`src/rtl/irq_pkg.sv`:
```
// Shared types and helpers for the priority interrupt controller family.
// Holds the service-state encoding and the mcause word builder.
package irq_pkg;

  typedef enum logic {
    IDLE,
    SERV
  } irq_state_t;

  localparam int MCAUSE_INT_BIT     = 31;
  localparam int DEFAULT_CAUSE_BASE = 16;

  // Interrupt mcause: top bit flags an interrupt, low bits carry base+id.
  function automatic logic [31:0] irq_cause(input int base, input logic [31:0] id);
    logic [31:0] code;
    code = base + id;
    return {1'b1, code[MCAUSE_INT_BIT-1:0]};
  endfunction

endpackage

```
`src/rtl/irq_prio_enc.sv`:
```
// Lowest-index-wins priority encoder, shared with the vectored/CLIC variants.
// Purely combinational: valid flag, binary id and one-hot of the winner.
module irq_prio_enc #(
  parameter int N    = 16,
  parameter int ID_W = (N > 1) ? $clog2(N) : 1
) (
  input  logic [N-1:0]    req,
  output logic            valid,
  output logic [ID_W-1:0] id,
  output logic [N-1:0]    onehot
);

  // Scan from the top so the lowest set index is the last one written.
  always_comb begin
    id = '0;
    for (int i = N - 1; i >= 0; i--) begin
      if (req[i]) begin
        id = ID_W'(i);
      end
    end
  end

  assign onehot = req & (~req + N'(1));
  assign valid  = |req;

endmodule

```
`src/rtl/irq_prio_ctrl.sv`:
```
// N-channel fixed-priority interrupt controller between peripheral lines and the
// core trap logic: masking, level/edge channels, one in service, one-hot ack on mret.
module irq_prio_ctrl
  import irq_pkg::*;
#(
  parameter int          N_IRQ      = 16,
  parameter logic [31:0] EDGE_MASK  = 32'h0,
  parameter int          CAUSE_BASE = DEFAULT_CAUSE_BASE
) (
  input  logic             clk_i,
  input  logic             resetn_i,
  input  logic [N_IRQ-1:0] irq_req_i,
  input  logic [N_IRQ-1:0] irq_mask_i,
  input  logic             mie_i,
  input  logic             irq_ret_i,
  output logic             irq_o,
  output logic [31:0]      irq_cause_o,
  output logic [N_IRQ-1:0] irq_ack_o,
  output logic             busy_o
);

  localparam int               ID_W     = (N_IRQ > 1) ? $clog2(N_IRQ) : 1;
  localparam logic [N_IRQ-1:0] EDGE_SEL = EDGE_MASK[N_IRQ-1:0];

  irq_state_t       state_q;
  logic [N_IRQ-1:0] prev_q;
  logic [N_IRQ-1:0] pend_q;
  logic [N_IRQ-1:0] ack_q;
  logic [ID_W-1:0]  id_q;
  logic [31:0]      cause_q;
  logic             irq_q;
  logic             busy_q;

  logic [N_IRQ-1:0] rise;
  logic [N_IRQ-1:0] req;
  logic [N_IRQ-1:0] elig;
  logic [N_IRQ-1:0] sel_onehot;
  logic [ID_W-1:0]  sel_id;
  logic             sel_valid;
  logic             accept;

  assign rise = EDGE_SEL & irq_req_i & ~prev_q;
  assign req  = (EDGE_SEL & (pend_q | rise)) | (~EDGE_SEL & irq_req_i);
  assign elig = req & irq_mask_i;

  irq_prio_enc #(
    .N    (N_IRQ),
    .ID_W (ID_W)
  ) u_enc (
    .req    (elig),
    .valid  (sel_valid),
    .id     (sel_id),
    .onehot (sel_onehot)
  );

  // The ack cycle is excluded so a re-asserted source always sees one idle cycle.
  assign accept = (state_q == IDLE) && mie_i && sel_valid && (ack_q == '0);

  // Edge history and pending latches; the winner's pend is consumed on acceptance.
  always_ff @(posedge clk_i or negedge resetn_i) begin
    if (!resetn_i) begin
      prev_q <= '0;
      pend_q <= '0;
    end else begin
      prev_q <= irq_req_i;
      pend_q <= (pend_q | rise) & ~(accept ? (sel_onehot & EDGE_SEL) : '0);
    end
  end

  // Service FSM with all outputs registered.
  always_ff @(posedge clk_i or negedge resetn_i) begin
    if (!resetn_i) begin
      state_q <= IDLE;
      irq_q   <= 1'b0;
      busy_q  <= 1'b0;
      ack_q   <= '0;
      id_q    <= '0;
      cause_q <= '0;
    end else begin
      irq_q <= 1'b0;
      ack_q <= '0;
      case (state_q)
        IDLE: begin
          if (accept) begin
            state_q <= SERV;
            irq_q   <= 1'b1;
            busy_q  <= 1'b1;
            id_q    <= sel_id;
            cause_q <= irq_cause(CAUSE_BASE, 32'(sel_id));
          end
        end
        SERV: begin
          if (irq_ret_i) begin
            state_q <= IDLE;
            busy_q  <= 1'b0;
            ack_q   <= N_IRQ'(1) << id_q;
          end
        end
        default: begin
          state_q <= IDLE;
          busy_q  <= 1'b0;
        end
      endcase
    end
  end

  assign irq_o       = irq_q;
  assign irq_cause_o = cause_q;
  assign irq_ack_o   = ack_q;
  assign busy_o      = busy_q;

endmodule

```
`config.mk`:
```
export PLATFORM = sky130hd
export DESIGN_NAME = irq_prio_ctrl
export DESIGN_NICKNAME = d
export VERILOG_FILES = /design/src/rtl/irq_pkg.sv /design/src/rtl/irq_prio_enc.sv /design/src/rtl/irq_prio_ctrl.sv
export SDC_FILE = /design/constraint.sdc
export NUM_CORES = 1
export LEC_CHECK = 0
export CORE_MARGIN = 2
export CORE_UTILIZATION = 39
export DETAILED_ROUTE_END_ITERATION = 8
export HOLD_SLACK_MARGIN = 0.08
export PLACE_DENSITY = 0.86
export SLEW_MARGIN = 25
export SYNTH_ARGS = -nofsm -noshare
export SYNTH_HDL_FRONTEND = slang
export SYNTH_SLANG_ARGS = --single-unit
```
`constraint.sdc`:
```
create_clock -name clk_i -period 2.6 [get_ports clk_i]
set_input_delay 0.52 -clock clk_i [delete_from_list [all_inputs] [get_ports clk_i]]
set_output_delay 0.52 -clock clk_i [all_outputs]
set_load 0.05 [all_outputs]
```
* Word level (Yosys, flattened, before mapping)
Cells that the tools add are included.
Word-level totals: flip-flop bits (word level) 55, output and inout port bits 50
Cells by class: $add $sub $neg 1, equality and inequality tests 2, shift-type cells 1, multiplexer cells 25, bitwise gates (word level) 2, reductions and logical operators 7
Operator list (number):
- $mux 4 | 16
- $mux 16 | 2
- $and 16x16->16 | 1
- $logic_not 16->1 | 1
- $reduce_or 16->1 | 1
- $shl 1x4->16 const A | 1
- $add 5x4->6 const A | 1
- $mux 1 | 5
- $ne 2x2->1 const B | 2
- $pmux 1 s2 | 2
- $reduce_and 2->1 | 2
- $logic_and 1x1->1 | 3
- $not 1->1 | 1

* Logic depth before layout (Yosys ltp)
Gate-level depths: netlist of run 1.
depth in word-level cells 18, gate-level depth with buffers 5, gate-level depth less buffers 5

* Hierarchy
Synthesis of run 1 repeated with hierarchy kept, for this count alone.
Second synthesis, totals: cells, all modules 162, area, all modules 1497.7 um2
By module, submodules not included:
- irq_prio_ctrl | instances 1, cells each 110, area each 1153.6 um2, seq. area each 600.6 um2
- irq_prio_enc | instances 1, cells each 52, area each 344.1 um2, seq. area each 0.0 um2

* Least setup slack after synthesis of run 1
No wires, ideal clock.
kind flip-flop to flip-flop, start register ack_q[2] (netlist: irq_ack_o[2]), end register id_q[1], setup time 0.092 ns, arrival 1.737 ns, data required time 2.508 ns, path slack 0.771 ns, stages on the path, launching flop included 5, path buffers 0, clock period less this slack 1.829 ns, cells stage by stage dfrtp_1 > or4_4 > nor3b_2 > o211ai_2 > o31ai_2
Between the ends: cells in the longest elaborated chain, start to end 3
RTL lines:
- start: declaration | line irq_prio_ctrl.sv:28 | logic [N_IRQ-1:0] ack_q;
- start signal: assignment | line irq_prio_ctrl.sv:96 | ack_q <= N_IRQ'(1) << id_q;
- $logic_not 16->1 | line irq_prio_ctrl.sv:57 | assign accept = (state_q == IDLE) && mie_i && sel_valid && (ack_q == '0);
- $logic_and 1x1->1 | line irq_prio_ctrl.sv:57
- $reduce_and 2->1 (no line)
- end signal: assignment | line irq_prio_ctrl.sv:88 | id_q <= sel_id;
- end: declaration | line irq_prio_ctrl.sv:29 | logic [ID_W-1:0] id_q;
Every way passes these cells. A chain may end at the register's enable or synchronous reset.

==> results.md, run 1 <==
- CP Buf/Inv Count: 1
- Largest family of logic cells by synthesized area: simple AND/OR/NAND/NOR gates
- Cts repair resizes: 0
- Commonest non-fill, non-tap cells in the layout: clkdlybuf4s50_1 (59), conb_1 (26), dfrtp_1 (24), nand2_1 (21), nor2_1 (16)
- Synth warn: 0
- Die Y: 62.4 um
- Pleak: 0.851 nW
- Core box area: 3310 sq um
- R2r setup slk: 0.88 ns
- Routed wire per std cell: 11.7 um
- Vias in the first global route: 1186
- Max-slew headroom: 66.3%
- Critical path fanouts, max: 9
- RSZ-0062 raised after global routing: false
- Post-CTS Setup Repair Bufs: 0
- Dpl hpwl: 2.48 mm
- Slew Limit Fails: 0
- Mux share of post-synthesis cell area: 0%
- Seq/Total Area, Yosys: 45.1%
- Register bit count reported by yosys: 24
- Clock Skew: 0.00570 ns
- Post-CTS Hold Fix Bufs: 0
- Fillers: 314
- Largest net degree at the start of global routing: 25
- Xor/xnor cell area share of the yosys netlist: 0%
- Synth cell types: 29
- Layout cells sized above 1: 5.29%
- DIE WIDTH: 62.4 um
- Critical path class: reg2out
- Layout area overhead: 45.0%
- Clock transition at path regs: 0.13 ns
- Type of the worst min-delay path: reg2reg
- Vias: 1218
- Synth Instances: 146
- I/O Buffers: 59
- WP data required: 2.08 ns
- Worst path slowest cell: clkdlybuf4s50_1
- Post-DRT Antenna Nets: 0
- Leading cell type in the layout, fill and taps excluded: clkdlybuf4s50_1
- DRT iter0 DRCs: 45
- Syn avg cell area: 9.12 sq um
- Total of max-cap violations: 0
- Core Util, Final: 58.3%
- CTS buffer count: 3
- Vias per cell: 4.80
- Grt total ovfl: 0
- Maximum clock rate: 0.443 GHz
- Largest stage delay, worst path: 0.88 ns
- PwrDens: 790 nW/um^2
- Crit path DAT: 1.74 ns
- Crit share post-route: 86.9%
- CTS tree: built
- Worst setup EP type: output pin
- Final min period: 2.26 ns
- Root cell of the clock tree: clkbuf_4
- Synth Area in Adders: 0%
- Synth Area in Compound Gates: 15.4%
- Synthesized cell area: 1330 sq um
- Maximum vdd drop: 265 uV
- GRT Overall Usage: 16.1%
- Outcome: completed
- Final Hold Vio Count: 0
- Row Count: 21
- Final estimated routing congestion in global placement: 0.786
- Synth Area in Simple Gates: 23.7%
- N_diodes: 0
- Startpoint types: register
- Skew-Pair Late Insertion Delay: 0.32 ns
- Delay-heaviest family, CP: buffers and inverters
- Initial Util: 40.2%
- Area post-placement: 1880 sq um
- Total die area: 3900 sq um
- Initial DRT Pass Iterations: 4
- Initial antenna violation count: 0
- Worst path cell trace: clkdlybuf4s50_1
- Final setup TNS: 0 ns
- First-pass GRT wire length: 5.02 mm
- I/O pins: 86
- Final WL: 2.98 mm
- Sink Count: 24
- Tightest Pin Transition: 0.504 ns
- Fin area: 1930 sq um
- Clock Tree Buf Depth: 2
- Final nets: 245
- H-Tree Depth: 1
- # setup viols final: 0
- DRC Markers: 0
## kinds of logic (layout without fill, tap and decap cells)
logic type,after synthesis,count (layout)
flip-flops,24,24
other,1,26
buffers and inverters,28,65
AO/OA/AOI/OAI,29,29
AND/OR/NAND/NOR,64,64
## sequential cells by signal (all words and copies together) (netlist names)
name,count
irq_cause_o,2
state_q,1
irq_ack_o,16
busy_o,1
irq_o,1
id_q,3
## cell type report
type / count / area, sq um / share of cell area, %
well taps: 46 / 57.6 / 2.98
repair buffers: 60 / 598 / 31.0
flip-flops and latches: 24 / 601 / 31.1
clock inverters: 1 / 30.0 / 1.56
clock buffers: 3 / 22.5 / 1.17
multi-input cells: 119 / 618 / 32.0
inverters: 1 / 3.75 / 0.194
## synthesized netlist by cell type (all sizes together)
| master | count | area share, % |
|---|---|---|
| buf | 27 | 15 |
| dfrtp | 24 | 45 |
| nand2 | 21 | 5.9 |
| nor2 | 16 | 4.5 |
| a21oi | 8 | 3.0 |
| a22oi | 8 | 4.5 |
| nand3 | 5 | 1.9 |
| o21ai | 5 | 1.9 |
| and2 | 4 | 2.0 |
| nand4 | 4 | 1.9 |
| nor3 | 4 | 1.5 |
| nand2b | 2 | 0.94 |
| nor4 | 2 | 0.94 |
| o211ai | 2 | 1.5 |
| or4 | 2 | 1.7 |
| a222oi | 1 | 0.75 |
| a22o | 1 | 0.66 |
| a32oi | 1 | 0.66 |
| and3 | 1 | 0.47 |
| conb | 1 | 0.28 |
| inv | 1 | 0.28 |
| nor3b | 1 | 0.94 |
| o2111a | 1 | 0.85 |
| o2bb2ai | 1 | 0.66 |
| o31ai | 1 | 0.94 |
| or2b | 1 | 0.56 |
| or3 | 1 | 0.47 |
## worst reg2reg max path, delay by kind of cell (launching register included)
family / cells / cell delay, ns
and+or+nand+nor: 2 / 0.82
AOI/OAI and AO/OA: 2 / 0.43
DFF: 1 / 0.40
## through the flow
step | worst slack, ns | cells | hold WS, ns | power (mW)
finish | 0.341 | 254 | 0.516 | 1.53
floorplan | 0.771 | 171 | 0.224 | 1.04
global placement | 0.418 | 250 | 0.495 | 1.25
CTS | 0.344 | 254 | 0.524 | 1.53
global route | 0.273 | 254 | 0.552 | 1.60
detailed placement | 0.321 | 250 | 0.493 | 1.26
## report_power, final
part	internal, mW	leakage [nW]	switching [mW]
sequential	0.441	0.317	0.0831
clock	0.156	0.0279	0.112
combinational	0.250	0.506	0.484
total	0.847	0.851	0.679
## worst paths after layout
check | startpoint | to | cells past startpoint
min | busy_o$_DFFE_PN0P_ | busy_o$_DFFE_PN0P_ | 2
min reg2reg | busy_o$_DFFE_PN0P_ | busy_o$_DFFE_PN0P_ | 2
max | id_q[2]$_DFFE_PN0P_ | irq_cause_o[2] | 1
max in group asynchronous | resetn_i | id_q[2]$_DFFE_PN0P_ | 2
max reg2reg | irq_ack_o[2]$_DFF_PN0_ | id_q[1]$_DFFE_PN0P_ | 4
min in group asynchronous | resetn_i | irq_ack_o[9]$_DFF_PN0_ | 2
## metal layers
layer / vias up / track usage (%) / wire length [um]
met1: 570 / 17.8 / 1180
li1: 592 / - / -
met2: 52 / 29.4 / 1530
met4: 0 / 8.33 / 63
met3: 4 / 2.88 / 203
met5: - / 0 / 0
(Power assumes the default switching activity.)
==> run 2: changes to the inputs <==
--- a/config.mk
+++ b/config.mk
@@ -10,6 +10,7 @@
 export DETAILED_ROUTE_END_ITERATION = 8
 export HOLD_SLACK_MARGIN = 0.08
 export PLACE_DENSITY = 0.86
+export SETUP_SLACK_MARGIN = 0.1
 export SLEW_MARGIN = 25
 export SYNTH_ARGS = -nofsm -noshare
 export SYNTH_HDL_FRONTEND = slang
==> results of run 2 <==
Final layout, timing and power as in run 1 (identical DEF).
==> run 3: changes to the inputs <==
--- a/config.mk
+++ b/config.mk
@@ -6,7 +6,7 @@
 export NUM_CORES = 1
 export LEC_CHECK = 0
 export CORE_MARGIN = 2
-export CORE_UTILIZATION = 39
+export CORE_UTILIZATION = 41
 export DETAILED_ROUTE_END_ITERATION = 8
 export HOLD_SLACK_MARGIN = 0.08
 export PLACE_DENSITY = 0.86
@@ -14,4 +14,5 @@
 export SLEW_MARGIN = 25
 export SYNTH_ARGS = -nofsm -noshare
 export SYNTH_HDL_FRONTEND = slang
+export SYNTH_HIERARCHICAL = 1
 export SYNTH_SLANG_ARGS = --single-unit
==> results.md, run 3 <==
- Total chip power: 1.40 mW (-7.9%)
- H-Tree Depth: 1 (unchanged)
- Tightest Pin Transition: 0.523 ns (+0.0188 ns)
- WHS: 0.520 ns (+0.00450 ns)
- Final setup TNS: 0 ns (unchanged)
- Commonest non-fill, non-tap cells in the layout: clkdlybuf4s50_1 (59), conb_1 (26), dfrtp_1 (24), nor2_1 (22), and2_1 (16)
- Initial antenna violation count: 0 (unchanged)
- Post-DRT Antenna Nets: 0 (unchanged)
- Layout area overhead: 46.1%
- Min-delay src: busy_o$_DFFE_PN0P_
- Final Hold Vio Count: 0 (unchanged)
- Final worst slack: 0.325 ns (-0.0163 ns)
- Reg power frac: 36.8% (+2.5 points)
- Clock Tree Buf Depth: 2 (unchanged)
- Maximum vdd drop: 490 uV (+85%)
- Maximum clock rate: 0.440 GHz (-0.72%)
- Layout cells sized above 1: 11.7% (+6.4 points)
- Crit share post-route: 87.5% (+0.63 points)
- Worst path slowest cell: clkdlybuf4s50_1
- Synthesized cell area: 1380 sq um (+3.5%)
- Max-slew headroom: 64.8% (-1.5 points)
- Final min period: 2.28 ns (+0.0163 ns)
- Logic pwr share: 49.6% (+1.5 points)
- Root cell of the clock tree: clkbuf_4
- Largest register FFs: 16 (unchanged)
- CP Buf/Inv Count: 1 (unchanged)
- Final estimated routing congestion in global placement: 0.831 (+5.8%)
- Total die area: 3840 sq um (-1.5%)
- Int Pwr: 785 uW (-7.3%)
- Slew Limit Fails: 0 (unchanged)
- Type of the worst min-delay path: reg2reg
- DP Worst Slack: -0.0246 ns (-0.345 ns)
- Final nets: 251 (+2.4%)
- Largest stage delay, worst path: 0.44 ns (-0.44 ns)
- Critical path class: in2reg
- Routed wire per std cell: 10.9 um (-6.7%)
- Core box area: 3280 sq um (-0.79%)
- Skew-Pair Late Insertion Delay: 0.31 ns (about the same)
- Sw Ratio: 44.1% (-0.35 points)
- Worst path cell trace: clkdlybuf4s50_1, and2_1, nor4_4, and3_4, and2_4, nand2_1, nand4_1, nor3_4, mux2_2
- Startpoint types: input port
- N_diodes: 0 (unchanged)
- RSZ-0062 raised after global routing: false
- Clock transition at path regs: 0.12 ns (about the same)
- Fillers: 281 (-11%)
- Initial Util: 41.9% (+1.7 points)
- Sink Count: 24 (unchanged)
- Vias: 1168 (-4.1%)
- Critical path fanouts, max: 7 (-2)
- Critical path origin: irq_req_i[1]
- Grt total ovfl: 0 (unchanged)
- Post-CTS Hold Fix Bufs: 0 (unchanged)
- CTS tree: built
- Crit path DAT: 2.49 ns (+0.75 ns)
- GRT Overall Usage: 16.1% (-0.030 points)
- Worst R2R Start: irq_ack_o[1]$_DFF_PN0_
- Final Non-Filler Cells: 260 (+2.4%)
- Clock power frac: 13.6% (-4.0 points)
- Pleak: 0.892 nW (+4.8%)
- First-pass GRT wire length: 4.56 mm (-9.2%)
- Clock Skew: 0.00378 ns (-0.00192 ns)
- Outcome: completed
- WP data required: 2.81 ns (+0.73 ns)
- Cts repair resizes: 0 (unchanged)
- Synth warn: 6 (+6)
- Dpl hpwl: 2.41 mm (-2.8%)
- Worst setup EP type: register
- Syn avg cell area: 9.50 sq um (+4.2%)
- Fin area: 2010 sq um (+4.3%)
- Largest net degree at the start of global routing: 25 (unchanged)
- Vias in the first global route: 1093 (-7.8%)
- Initial DRT Pass Iterations: 4 (unchanged)
- # setup viols final: 0 (unchanged)
- I/O pins: 86 (unchanged)
- Delay-heaviest family, CP: simple AND/OR/NAND/NOR gates
- Psw: 620 uW (-8.6%)
- CTS buffer count: 3 (unchanged)
- Final WL: 2.84 mm (-4.5%)
- Row Count: 21 (unchanged)
- Leading cell type in the layout, fill and taps excluded: clkdlybuf4s50_1
- Post-CTS Setup Repair Bufs: 0 (unchanged)
- I/O Buffers: 59 (unchanged)
- Synth Instances: 145 (-0.68%)
- Total of max-cap violations: 0 (unchanged)
- DRC Markers: 0 (unchanged)
- DRT iter0 DRCs: 37 (-18%)
- Vias per cell: 4.49 (-6.3%)
- Area post-placement: 1980 sq um (+5.3%)
- Placed Cells: 256 (+2.4%)
- DIE WIDTH: 62.0 um (-0.74%)
- PwrDens: 698 nW/um^2 (-12%)
- Die Y: 62.0 um (-0.74%)
- Core Util, Final: 61.3% (+3.0 points)
-- run 3: worst reg2reg max path, stage by stage, from the launching register on --
cell and delay, ns:
dfrtp_1 0.40, nor4_1 0.38, nand4_1 0.22, nor3_4 0.36
mux2_2 0.38
-- run 3: metal layers --
metal	routed length, um	track usage, %
met5	0	0
met4	52	6.69
met3	139	1.86
met2	1440	29.2
met1	1210	19.2
-- run 3: power groups by stage --
| stage | Clock (mW) | Combinational (mW) | Sequential (mW) |
|---|---|---|---|
| global route | 0.208 | 0.745 | 0.530 |
| detailed placement | 0 | 0.700 | 0.522 |
| floorplan | 0 | 0.307 | 0.701 |
| finish | 0.191 | 0.697 | 0.517 |
| CTS | 0.197 | 0.701 | 0.517 |
| global placement | 0 | 0.691 | 0.523 |
-- run 3: final cells by class --
class | count | area [sq um] | area share, %
Timing Repair Buffer | 67 | 651 | 32.3
Clock buffer | 4 | 36.3 | 1.80
Sequential cell | 24 | 601 | 29.8
Multi-Input combinational cell | 115 | 653 | 32.4
Tap cell | 46 | 57.6 | 2.86
Inverter | 4 | 15.0 | 0.746
-- run 3: final timing paths --
check	endpoint	slack (ns)	cells past startpoint
hold reg to reg	busy_o$_DFFE_PN0P_	0.52	1
setup reg to reg	id_q[2]$_DFFE_PN0P_	0.76	4
min in group asynchronous	irq_ack_o[11]$_DFF_PN0_	0.54	2
max in group asynchronous	irq_ack_o[15]$_DFF_PN0_	1.84	2
setup / recovery	id_q[2]$_DFFE_PN0P_	0.32	9
hold / removal	busy_o$_DFFE_PN0P_	0.52	1
